### src/rtl/lpffir_pkg.sv
// -----------------------------------------------------------------------------
// lpffir_pkg -- shared definitions for the moving-sum FIR inverse.
//
// Contents:
//   DW_DEF / TAPS_DEF : default sample width and forward filter length
//   sample_t          : sample type at the default width
//   state_t           : warm-up / running state of the inverse filter
//   ptr_width()       : bit width needed to index a TAPS-entry buffer
// -----------------------------------------------------------------------------
package lpffir_pkg;

    localparam int DW_DEF   = 16;
    localparam int TAPS_DEF = 6;

    typedef logic [DW_DEF-1:0] sample_t;

    typedef enum logic {
        WARM = 1'b0,
        RUN  = 1'b1
    } state_t;

    // At least one bit, so that a single-tap build still has a legal pointer.
    function automatic int ptr_width(input int taps);
        return (taps > 1) ? $clog2(taps) : 1;
    endfunction

endpackage

### src/rtl/lpffir_hist.sv
// -----------------------------------------------------------------------------
// lpffir_hist -- TAPS-entry circular history of recovered samples.
//
// The slot under the write pointer holds x[n-TAPS]; it is read combinationally
// and overwritten with x[n] when a sample is accepted, after which the pointer
// advances (wrapping from TAPS-1 to 0).
//
// Ports:
//   clk_i      in   clock
//   rstn_i     in   asynchronous reset, active-high
//   clr_i      in   synchronous clear of all slots and the pointer
//   wr_en_i    in   write x[n] into the current slot and advance
//   wr_data_i  in   x[n]
//   rd_data_o  out  x[n-TAPS] (current slot contents)
// -----------------------------------------------------------------------------
module lpffir_hist
    import lpffir_pkg::*;
#(
    parameter int DW   = DW_DEF,
    parameter int TAPS = TAPS_DEF
) (
    input  logic          clk_i,
    input  logic          rstn_i,
    input  logic          clr_i,
    input  logic          wr_en_i,
    input  logic [DW-1:0] wr_data_i,
    output logic [DW-1:0] rd_data_o
);

    localparam int PW = ptr_width(TAPS);

    logic [DW-1:0] r_mem [TAPS];
    logic [PW-1:0] r_wr_ptr;

    assign rd_data_o = r_mem[r_wr_ptr];

    // History must be zeroed on reset/clear, so slots are individual
    // resettable registers rather than a RAM.
    generate
        for (genvar gi = 0; gi < TAPS; gi++) begin : g_slot
            always_ff @(posedge clk_i or posedge rstn_i) begin
                if (rstn_i) begin
                    r_mem[gi] <= '0;
                end else if (clr_i) begin
                    r_mem[gi] <= '0;
                end else if (wr_en_i && (r_wr_ptr == PW'(gi))) begin
                    r_mem[gi] <= wr_data_i;
                end
            end
        end
    endgenerate

    always_ff @(posedge clk_i or posedge rstn_i) begin
        if (rstn_i) begin
            r_wr_ptr <= '0;
        end else if (clr_i) begin
            r_wr_ptr <= '0;
        end else if (wr_en_i) begin
            if (r_wr_ptr == PW'(TAPS - 1)) begin
                r_wr_ptr <= '0;
            end else begin
                r_wr_ptr <= r_wr_ptr + 1'b1;
            end
        end
    end

endmodule

### src/rtl/lpffir_inv.sv
// -----------------------------------------------------------------------------
// lpffir_inv -- inverse of a TAPS-long moving-sum FIR.
//
// Recovers x[n] = y[n] - y[n-1] + x[n-TAPS] (mod 2^DW) from the forward
// filter output, with a one-entry output register (latency 1) and
// pass-through ready.
//
// Ports:
//   clk_i      in   clock
//   rstn_i     in   asynchronous reset, active-high
//   clr_i      in   synchronous restart (wins over a simultaneous accept)
//   y_valid_i  in   filtered sample valid
//   y_ready_o  out  filtered sample accepted
//   y_i        in   filtered sample
//   x_valid_o  out  recovered sample valid
//   x_ready_i  in   downstream ready
//   x_o        out  recovered sample
//   primed_o   out  TAPS samples consumed since reset/clear
//   cnt_o      out  completed output handshakes, saturating
//                   (only when LPFFIR_INV_STATS_EN is defined)
//
// Build option: define LPFFIR_INV_STATS_EN to add the cnt_o handshake counter.
// -----------------------------------------------------------------------------
module lpffir_inv
    import lpffir_pkg::*;
#(
    parameter int DW   = DW_DEF,
    parameter int TAPS = TAPS_DEF
) (
    input  logic          clk_i,
    input  logic          rstn_i,
    input  logic          clr_i,
    input  logic          y_valid_i,
    output logic          y_ready_o,
    input  logic [DW-1:0] y_i,
    output logic          x_valid_o,
    input  logic          x_ready_i,
    output logic [DW-1:0] x_o,
    output logic          primed_o
`ifdef LPFFIR_INV_STATS_EN
    ,
    output logic [15:0]   cnt_o
`endif
);

    localparam int PW = ptr_width(TAPS);

    logic          r_x_valid;
    logic [DW-1:0] r_x;
    logic [DW-1:0] r_y_prev;
    state_t        r_state;
    state_t        w_state_next;
    logic [PW-1:0] r_warm_cnt;
    logic [PW-1:0] w_warm_cnt_next;

    logic          w_accept;
    logic [DW-1:0] w_hist_rd;
    logic [DW-1:0] w_x_new;

    assign y_ready_o = !r_x_valid || x_ready_i;
    // A clear in the same cycle discards the offered sample.
    assign w_accept  = y_valid_i && y_ready_o && !clr_i;
    // Modulo arithmetic: carries/borrows beyond DW bits are dropped.
    assign w_x_new   = y_i - r_y_prev + w_hist_rd;

    assign x_valid_o = r_x_valid;
    assign x_o       = r_x;
    assign primed_o  = (r_state == RUN);

    lpffir_hist #(
        .DW   (DW),
        .TAPS (TAPS)
    ) u_hist (
        .clk_i     (clk_i),
        .rstn_i    (rstn_i),
        .clr_i     (clr_i),
        .wr_en_i   (w_accept),
        .wr_data_i (w_x_new),
        .rd_data_o (w_hist_rd)
    );

    // Output register and previous-input register.
    always_ff @(posedge clk_i or posedge rstn_i) begin
        if (rstn_i) begin
            r_x_valid <= 1'b0;
            r_x       <= '0;
            r_y_prev  <= '0;
        end else if (clr_i) begin
            r_x_valid <= 1'b0;
            r_x       <= '0;
            r_y_prev  <= '0;
        end else if (w_accept) begin
            r_x_valid <= 1'b1;
            r_x       <= w_x_new;
            r_y_prev  <= y_i;
        end else if (r_x_valid && x_ready_i) begin
            r_x_valid <= 1'b0;
        end
    end

    // Warm-up FSM: state register.
    always_ff @(posedge clk_i or posedge rstn_i) begin
        if (rstn_i) begin
            r_state    <= WARM;
            r_warm_cnt <= '0;
        end else begin
            r_state    <= w_state_next;
            r_warm_cnt <= w_warm_cnt_next;
        end
    end

    // Warm-up FSM: next state. RUN is held until reset or clear.
    always_comb begin
        w_state_next    = r_state;
        w_warm_cnt_next = r_warm_cnt;
        if (clr_i) begin
            w_state_next    = WARM;
            w_warm_cnt_next = '0;
        end else begin
            case (r_state)
                WARM: begin
                    if (w_accept) begin
                        if (r_warm_cnt == PW'(TAPS - 1)) begin
                            w_state_next = RUN;
                        end else begin
                            w_warm_cnt_next = r_warm_cnt + 1'b1;
                        end
                    end
                end
                RUN:     w_state_next = RUN;
                default: w_state_next = WARM;
            endcase
        end
    end

`ifdef LPFFIR_INV_STATS_EN
    logic [15:0] r_cnt;

    always_ff @(posedge clk_i or posedge rstn_i) begin
        if (rstn_i) begin
            r_cnt <= '0;
        end else if (clr_i) begin
            r_cnt <= '0;
        end else if (r_x_valid && x_ready_i && (r_cnt != 16'hFFFF)) begin
            r_cnt <= r_cnt + 16'd1;
        end
    end

    assign cnt_o = r_cnt;
`endif

endmodule

### config.mk
export PLATFORM = sky130hd
export DESIGN_NAME = lpffir_inv
export DESIGN_NICKNAME = d
export VERILOG_FILES = /design/src/rtl/lpffir_pkg.sv /design/src/rtl/lpffir_hist.sv /design/src/rtl/lpffir_inv.sv
export SDC_FILE = /design/constraint.sdc
export NUM_CORES = 1
export LEC_CHECK = 0
export CAP_MARGIN = 20
export CORE_MARGIN = 8
export CORE_UTILIZATION = 40
export CTS_CLUSTER_DIAMETER = 100
export DETAILED_ROUTE_END_ITERATION = 8
export PLACE_DENSITY = 0.59
export SYNTH_ARGS = -nofsm -noshare
export SYNTH_HDL_FRONTEND = slang
export SYNTH_SLANG_ARGS = --single-unit
### constraint.sdc
create_clock -name clk_i -period 4.4 [get_ports clk_i]
set_input_delay 0.66 -clock clk_i [delete_from_list [all_inputs] [get_ports clk_i]]
set_output_delay 0.66 -clock clk_i [all_outputs]
set_load 0.01 [all_outputs]
==> flow_metrics.tcl, run 1 <==
set metrics [dict create \
    hold_buffers 0 \
    cts.sinks 136 \
    synth_ff_type "dfrtp_1" \
    core-area_mm2 0.0185 \
    start_kind "register" \
    syn_inst 773 \
    cp_num_buf_inv 2 \
    slew_violations 0 \
    cp_top_family "compound AO/OA/AOI/OAI gates" \
    row_count 50 \
    first_iter_violations 401 \
    fillers 1726 \
    wire_per_inst_um 19.7 \
    hold_path.class "reg -> reg" \
    postLayoutCoreUtil 0.473 \
    initial_core_util 0.404 \
    nets 863 \
    globalRouteTotalUtil 0.186 \
    hold_violations 0 \
    gp_congestion 0.928 \
    relSlewSlack 0.413 \
    drt_pre_antenna_iters 5 \
    antenna_cells 0 \
    die_area_mm2 0.0234 \
    yosysSeqAreaShare 0.454 \
    areaGrowthSynthToFinish_pct 17.0 \
    fin_crit_sh 0.934 \
    yosysWarnings 0 \
    cp.arrival_ps 4390 \
    final_cells 1055 \
    skew_ps 8.19 \
    rsz0062_at_grt "no" \
    grt_pass1_wl_um 34200 \
    io_buffers 39 \
    via_count 5892 \
    setup_viol 0 \
    insertion_delay_ps 420 \
    syn_area_mm2 0.00749 \
    async_reset_ff_frac 1.00 \
    die_h_um 153 \
    synth_fp_nets 828 \
    ant_nets 0 \
    cts_buffer_depth 2 \
    synth_edf_count 0 \
    whs_ps 478 \
    antenna_found_initial 0 \
    dp_cells 1023 \
    cts_root_buffer "clkbuf_16" \
    criticalPathCategory "reg -> reg" \
    ys_ff_latch 136 \
    pin_count 40 \
    grt_pass1_vias 6019 \
    crit_fanout 15 \
    maxCapViolations 0 \
    grt_overflow 0 \
    endpoint_kind "register" \
    viasPerCell 5.58 \
    tns_ps 0 \
    ir_drop_mv 0.296 \
    final_layout_size_suffix_gt1_frac 0.134 \
    htreeDepth 4 \
    p_leak_uw 0.00384 \
    cts.repair.resized 0 \
    max_stage_delay_ps 690 \
    worst_pin_slew_ps 877 \
    finalCriticalPeriod_ps 4110 \
    postCtsSetupRepairBufs 0 \
    power_density_mw_per_mm2 609 \
    fmax_mhz 243 \
    outcome "finished, final reports clean" \
    cts_tree "yes" \
    cp_data_required_time_ps 4680 \
    syn_avg_cell_area_um2 9.69 \
    drc 0 \
    routed_wl_um 20800 \
    synthDistinctLibCells 70 \
    grt_max_degree 96 \
    path_clk_slew_ps 60 \
    die_w_um 153 \
    critPathSlowestCell "dfrtp_1" \
    worstPathCellList "buf_4 -> mux4_2 -> a22oi_1 -> fa_1 -> inv_1 -> ha_1 -> a21oi_1 -> o21ai_0 -> a21oi_1 -> o211ai_4 -> xnor2_1 -> o21ai_0" \
    cts_buffers 17 \
    dpl.hpwl_um 14800 \
]
-- worst register-to-register path: stages (launching register included) --
cell and delay, ps:
dfrtp_1 690, buf_4 350, mux4_2 390, a22oi_1 320, fa_1 470, inv_1 80, ha_1 330, a21oi_1 310
o21ai_0 120, a21oi_1 280, o211ai_4 180, xnor2_1 320, o21ai_0 140
-- power breakdown --
part / total (uW) / internal (uW) / leakage (uW) / switching [uW]
Combinational: 2240 / 870 / 0.00170 / 1370
Clock: 1490 / 954 / 0.000299 / 536
Sequential: 1600 / 1480 / 0.00184 / 126
-- Yosys cell counts (3+ instances only) --
| master | count | share of area |
|---|---|---|
| nand3_1 | 26 | 0.017 |
| buf_1 | 3 | 0.0015 |
| o211ai_1 | 4 | 0.0040 |
| ha_1 | 19 | 0.032 |
| mux2i_1 | 5 | 0.0067 |
| nor3_1 | 6 | 0.0040 |
| o21a_1 | 5 | 0.0050 |
| o31ai_1 | 15 | 0.015 |
| or3_1 | 3 | 0.0025 |
| nand2_1 | 154 | 0.077 |
| mux2_2 | 17 | 0.026 |
| a21oi_1 | 63 | 0.042 |
| a21o_1 | 5 | 0.0050 |
| dfrtp_1 | 136 | 0.45 |
| xnor2_1 | 12 | 0.014 |
| a22oi_1 | 15 | 0.015 |
| nand4_1 | 3 | 0.0025 |
| fa_1 | 15 | 0.040 |
| a211oi_1 | 6 | 0.0060 |
| mux4_2 | 13 | 0.039 |
| clkbuf_1 | 27 | 0.014 |
| o21ai_0 | 57 | 0.038 |
| o311ai_0 | 3 | 0.0035 |
| nor2_1 | 32 | 0.016 |
| o21ai_2 | 3 | 0.0035 |
| inv_1 | 53 | 0.027 |
| a21oi_2 | 3 | 0.0035 |
| buf_2 | 13 | 0.0087 |
-- logic make-up after synthesis --
kind of cell / Yosys count / synth area share
AND/OR/NAND/NOR: 246 / 0.147
AO/OA/AOI/OAI: 201 / 0.170
flip-flops: 136 / 0.454
buffers and inverters: 103 / 0.0578
multiplexers: 37 / 0.0783
adder cells (fa/ha/maj): 34 / 0.0718
XOR/XNOR: 16 / 0.0207
-- through the flow --
| stage | total power, uW | setup slack (ps) | instance area, um^2 |
|---|---|---|---|
| after global routing | 5660 | 73.5 | 8760 |
| final | 5330 | 289 | 8760 |
| after floorplan | 3070 | 101 | 7490 |
| after CTS | 5350 | 276 | 8760 |
| after global placement | 3820 | 323 | 8150 |
| after detailed placement | 3850 | 298 | 8150 |
-- cell type report --
cell class              count  area [um^2]  area share
repair buffers             64          586      0.0668
well taps                 234          293      0.0334
flip-flops and latches    136         3400       0.389
multi-input cells         534         3650       0.417
clock inverters             6          113      0.0129
inverters                  55          211      0.0241
clock buffers              26          499      0.0570
-- worst paths after layout --
path / cells after the start / from / end / slack [ps]
setup / recovery: 12 / u_hist.r_wr_ptr[1]$_DFFE_PP0P_ / u_hist.r_mem[62]$_DFFE_PP0P_ / 290
hold / removal: 2 / u_hist.r_mem[14]$_DFFE_PP0P_ / u_hist.r_mem[14]$_DFFE_PP0P_ / 480
setup reg to reg: 12 / u_hist.r_wr_ptr[1]$_DFFE_PP0P_ / u_hist.r_mem[62]$_DFFE_PP0P_ / 290
hold reg to reg: 2 / u_hist.r_mem[14]$_DFFE_PP0P_ / u_hist.r_mem[14]$_DFFE_PP0P_ / 480
max in group asynchronous: 3 / rstn_i / x_o[7]$_DFFE_PP0P_ / 2750
min in group asynchronous: 2 / rstn_i / u_hist.r_mem[85]$_DFFE_PP0P_ / 800
-- per-layer routing --
layer  vias up  wire length, um  global-route usage
met5         -                0                   0
met4         0              341              0.0603
met3        23             1050              0.0392
met2       176             9800               0.291
met1      2947             9600               0.252
li1       2746                -                   -
-- registers in the layout (all words and copies together) (netlist names) --
signal,cells
r_warm_cnt,3
x_o,16
u_hist.r_mem,96
r_y_prev,16
primed_o,1
u_hist.r_wr_ptr,3
x_valid_o,1
-- layout by cell type, fill, tap and decap left out, types with 19 or more instances in the layout --
cell type,n
buf_4,24
clkdlybuf4s50_1,38
o21ai_0,57
nor2_1,32
ha_1,19
dfrtp_1,135
nand2_1,154
inv_1,52
nand3_1,26
a21oi_1,63
Power figures use the tool's default switching activity.
==> inputs of run 2 (changes only) <==
==> constraint.sdc (replaced) <==
create_clock -name clk_i -period 4.4 [get_ports clk_i]
set_input_delay 1.1 -clock clk_i [delete_from_list [all_inputs] [get_ports clk_i]]
set_output_delay 1.1 -clock clk_i [all_outputs]
set_load 0.01 [all_outputs]
==> run 2 against run 1 <==
Worst setup slack improved by 6.0 ps. Hold slack improved by 1.9 ps. Sequential cell count unchanged. Clock skew increased by 2.2 ps. Critical path depth increased by 1. Count of clock-buffer cells in the layout decreased by 7. Via count increased by 0.85%. Sequential share of layout area decreased by 0.49 points. Largest power group unchanged. Highest routed layer unchanged.
==> flow_metrics.tcl, run 2 (same netlist as run 1, synthesis figures left out) <==
set metrics [dict create \
    start_kind "register" \
    skew_ps 10.4 \
    r2r-start "u_hist.r_wr_ptr[0]$_DFFE_PP0P_" \
    criticalPathCategory "reg -> reg" \
    cp.arrival_ps 4450 \
    die_w_um 153 \
    fillers 1678 \
    htreeDepth 4 \
    slew_violations 0 \
    fin_crit_sh 0.933 \
    first_iter_violations 307 \
    path_clk_slew_ps 60 \
    endpoint_kind "register" \
    worstPathCellList "buf_12 -> buf_12 -> mux2_2 -> a22oi_1 -> fa_1 -> inv_1 -> ha_1 -> a21oi_2 -> o21ai_0 -> a21bo_2 -> nor3_2 -> nand2_1 -> a21oi_1" \
    ff2ff_setup_slack_ps 290 \
    cts.repair.resized 0 \
    hold_depth 2 \
    use_met2 0.282 \
    via_count 5942 \
    final_common_cell "nand2_1" \
    grtUsageMet1 0.238 \
    relSlewSlack 0.450 \
    max_stage_delay_ps 520 \
    areaGrowthSynthToFinish_pct 18.5 \
    maxCapViolations 0 \
    final_cells 1058 \
    row_count 50 \
    p_leak_uw 0.00389 \
    final_layout_size_suffix_gt1_frac 0.143 \
    finalCriticalPeriod_ps 4110 \
    grt_pass1_wl_um 33100 \
    cp_data_required_time_ps 4740 \
    cts_buffer_depth 2 \
    antenna_cells 0 \
    globalRouteTotalUtil 0.177 \
    tns_ps 0 \
    postLayoutCoreUtil 0.479 \
    hold_end "u_hist.r_mem[35]$_DFFE_PP0P_" \
    r2r_end "u_hist.r_mem[43]$_DFFE_PP0P_" \
    postCtsSetupRepairBufs 0 \
    cts_buffers 17 \
    reg2reg_depth 13 \
    drc 0 \
    grt_overflow 0 \
    power_density_mw_per_mm2 615 \
    outcome "finished, final reports clean" \
    nets 866 \
    cts_root_buffer "clkbuf_16" \
    hold_buffers 0 \
    drt_pre_antenna_iters 5 \
    critPathMostFrequentCell "buf_12" \
    die_h_um 153 \
    cts_tree "yes" \
    io_buffers 39 \
    pin_count 40 \
    setup_viol 0 \
    ant_nets 0 \
    grt_most_used_layer "met2" \
    grtUsageMet3 0.0412 \
    ir_drop_mv 0.277 \
    insertion_delay_ps 420 \
    top_register "u_hist.r_mem" \
    cts.sinks 136 \
    initial_core_util 0.404 \
    antenna_found_initial 0 \
    core-area_mm2 0.0185 \
    rsz0062_at_grt "no" \
    timing.hold.worst.start "u_hist.r_mem[35]$_DFFE_PP0P_" \
    hold_path.class "reg -> reg" \
    die_area_mm2 0.0234 \
    routed_wl_um 20000 \
    largest_reg_flops 96 \
    grt_pass1_vias 6001 \
    critPathSlowestCell "dfrtp_2" \
    fmax_mhz 244 \
    dp_cells 1026 \
    crit_fanout 13 \
    dpl.hpwl_um 14300 \
    grt_max_degree 59 \
    viasPerCell 5.62 \
    hold_violations 0 \
    gp_congestion 0.898 \
    worst_pin_slew_ps 822 \
    wire_per_inst_um 18.9 \
    final_cell_mix "nand2_1 (154), dfrtp_1 (135), a21oi_1 (63), o21ai_0 (57), inv_1 (52)" \
]
## run 2: worst max path at each step
stage | from | endpoint | slack, ps | depth (start not counted)
6_report | u_hist.r_wr_ptr[0]$_DFFE_PP0P_ | u_hist.r_mem[43]$_DFFE_PP0P_ | 290 | 13
5_1_grt | u_hist.r_wr_ptr[0]$_DFFE_PP0P_ | u_hist.r_mem[24]$_DFFE_PP0P_ | 90 | 12
4_1_cts | u_hist.r_wr_ptr[0]$_DFFE_PP0P_ | u_hist.r_mem[15]$_DFFE_PP0P_ | 320 | 11
3_5_place_dp | y_i[10] | u_hist.r_mem[75]$_DFFE_PP0P_ | 130 | 11
3_3_place_gp | y_i[10] | u_hist.r_mem[11]$_DFFE_PP0P_ | 160 | 11
2_1_floorplan | u_hist.r_wr_ptr[0]$_DFFE_PP0P_ | u_hist.r_mem[15]$_DFFE_PP0P_ | 700 | 13
## run 2: report_power, final
group / internal [uW] / leakage (uW) / switching (uW)
Combinational: 888 / 0.00173 / 1350
Clock: 1040 / 0.000329 / 572
Sequential: 1480 / 0.00184 / 123
Total: 3410 / 0.00389 / 2040
## run 2: through the flow
stage | hold WS, ps | setup WS, ps | area [um^2] | power (uW)
final | 479 | 295 | 8870 | 5450
after global routing | 506 | 92.7 | 8870 | 5790
after CTS | 482 | 319 | 8870 | 5470
after detailed placement | 468 | 133 | 8210 | 3840
after global placement | 455 | 157 | 8210 | 3790
after floorplan | 443 | 701 | 7490 | 3070
## run 2: critical path: cells and delay by family (launching register included)
kind	cells	cell delay [ps]
muxes	1	330
buffers and inverters	3	400
adders and majority gates	2	830
and+or+nand+nor	2	630
DFF	1	520
AOI/OAI and AO/OA	5	1290
## run 2: routing by layer
| metal | wire [um] | share of wire | up-vias |
|---|---|---|---|
| met1 | 9220 | 0.46 | 2992 |
| met5 | 0 | 0 | - |
| met4 | 300 | 0.015 | 0 |
| li1 | - | - | 2759 |
| met3 | 1010 | 0.051 | 29 |
| met2 | 9430 | 0.47 | 162 |
## run 2: area by class of cell
type	count	area [um^2]	share of cell area
sequential	136	3400	0.384
clock inverter	13	213	0.0240
multi-input combinational	534	3650	0.412
inverter	55	210	0.0237
clock buffer	19	453	0.0511
timing repair buffer	67	646	0.0728
tap	234	293	0.0330
==> inputs of run 3 (changes only) <==
Settings changed: CAP_MARGIN 20 to not set.
==> results of run 3 <==
Final layout, timing and power as in run 2 (identical DEF).
==> RTL edit (settings of run 1) <==
`TAPS_DEF`: 6 -> 7.
--- a/src/rtl/lpffir_pkg.sv
+++ b/src/rtl/lpffir_pkg.sv
@@ -10,7 +10,7 @@
 package lpffir_pkg;
 
     localparam int DW_DEF   = 16;
-    localparam int TAPS_DEF = 6;
+    localparam int TAPS_DEF = 7;
 
     typedef logic [DW_DEF-1:0] sample_t;
 
Formal check against the unedited RTL: not equivalent (Yosys sat finds a counterexample within 10 cycles, from zero or initial values and one cycle with rstn_i high).
==> RTL edit against run 1 <==
- total power increased by 4.0%
- design area increased by 12%
- area after synthesis increased by 12%
- largest cell class unchanged
- via count increased by 10%
- sequential cell count increased by 16
- routed wire length increased by 12%
- worst setup slack got worse by 9.4 ps
- sequential power increased by 9%
==> RTL edit: results (changes against run 1) <==
metric	value	unit	change
outcome	finished clean		
met3_usage	0.0386		-0.000539
grt_start_max_net_pins	80		-17%
comb_power_share	0.400		-0.020
grtUsageMet1	0.250		-0.00239
peakVddDrop	0.342	mV	+16%
fin_skew	8.16	ps	-0.0274 ps
r2r_start	u_hist.r_wr_ptr[0]$_DFFE_PP0P_		
place.gp.congestion	0.872		-6.0%
synthCells	886		+15%
dp.cells	1170		+14%
ys_types	53		-24%
synth_area_leaders	dfrtp_1 45%, nand2_1 6.9%, o21ai_0 5.6%, mux4_2 4.3%, nand3b_1 4.2%		
grtUsageMet2	0.292		+0.00155
syn_nets	941		+14%
grt_first_pass_wirelength	37700	µm	+10%
grt_pass1_vias	6594		+9.6%
wl_per_cell	19.3	µm	-2.2%
crit_path_end	u_hist.r_mem[45]$_DFFE_PP0P_		
r2r_cells	16		+4
grt_usage	0.185		about the same
dpl.hpwl	15600	µm	+5.4%
yosys-top-cells-count	153 x nand2_1, 152 x dfrtp_1, 94 x o21ai_0		
netSwitchingPower	0.00207	W	+1.7%
yosysSeqAreaShare	0.454		about the same
n_fill_cell	1928		+12%
critPathArrivalTime	4380	ps	about the same
vias_per_cell	5.40		-3.3%
largest_reg_flops	112		+17%
drive_gt1_frac	0.110		-0.0243
sequentialPowerShare	0.313		+0.012
==> RTL edit: worst max-delay path, stage by stage, from the launching register on <==
cell      delay (ps)
dfrtp_4          570
nor2b_1          310
buf_4            180
nand2_1           50
o21ai_0          110
mux2i_1          190
fa_1             570
inv_1             60
ha_1             310
a211oi_1         330
o21ai_0          160
buf_4            160
a311oi_1         520
a211oi_4          70
buf_12           180
nand2b_1          90
o21ai_0          100
==> RTL edit: repair_timing <==
action,4_1_cts,5_1_grt
hold buffers,0,0
gates resized for setup,0,3
endpoints found under the setup margin,0,21
endpoints found under the hold margin,0,0
buffers inserted,0,3
==> RTL edit: final cells by class <==
type / instances / area (µm²) / area share
clock inverter: 13 / 194 / 0.0197
clock buffer: 19 / 443 / 0.0450
inverter: 51 / 195 / 0.0198
multi-input combinational: 618 / 4130 / 0.420
tap: 275 / 344 / 0.0350
timing repair buffer: 77 / 723 / 0.0735
sequential: 152 / 3810 / 0.387
==> RTL edit: routing by layer <==
metal | part of all wire | wire (µm)
met3 | 0.047 | 1100
met4 | 0.025 | 581
met5 | 0 | 0
met2 | 0.46 | 10800
met1 | 0.46 | 10700
==> RTL edit: logic make-up after synthesis <==
| group | share of synthesized area |
|---|---|
| AND/OR/NAND/NOR | 0.182 |
| AO/OA/AOI/OAI | 0.145 |
| flip-flops | 0.454 |
| buffers and inverters | 0.0550 |
| multiplexers | 0.0813 |
| adder cells (fa/ha/maj) | 0.0643 |
| XOR/XNOR | 0.0176 |
==> RTL edit: through the flow <==
| stage | total power [W] | instance area [µm²] | utilization | hold WS (ps) | setup WS [ps] |
|---|---|---|---|---|---|
| final | 0.00555 | 9840 | 0.474 | 477 | 279 |
| after global routing | 0.00587 | 9840 | 0.474 | 502 | 44.8 |
| after CTS | 0.00544 | 9770 | 0.471 | 483 | 28.3 |
| after detailed placement | 0.00383 | 9140 | 0.440 | 468 | 113 |
| after global placement | 0.00383 | 9140 | 0.440 | 462 | 173 |
| after floorplan | 0.00303 | 8380 | - | 443 | 417 |
==> RTL edit: how the worst min path moves through the flow <==
stage	slack (ps)	end	from	cells after the start
CTS	480	u_hist.r_mem[76]$_DFFE_PP0P_	u_hist.r_mem[76]$_DFFE_PP0P_	2
detailed placement	470	u_hist.r_mem[76]$_DFFE_PP0P_	u_hist.r_mem[76]$_DFFE_PP0P_	2
finish	480	u_hist.r_mem[76]$_DFFE_PP0P_	u_hist.r_mem[76]$_DFFE_PP0P_	2
global placement	460	x_o[4]$_DFFE_PP0P_	x_o[4]$_DFFE_PP0P_	2
global route	500	u_hist.r_mem[78]$_DFFE_PP0P_	u_hist.r_mem[78]$_DFFE_PP0P_	2
floorplan	440	u_hist.r_mem[78]$_DFFE_PP0P_	u_hist.r_mem[78]$_DFFE_PP0P_	2
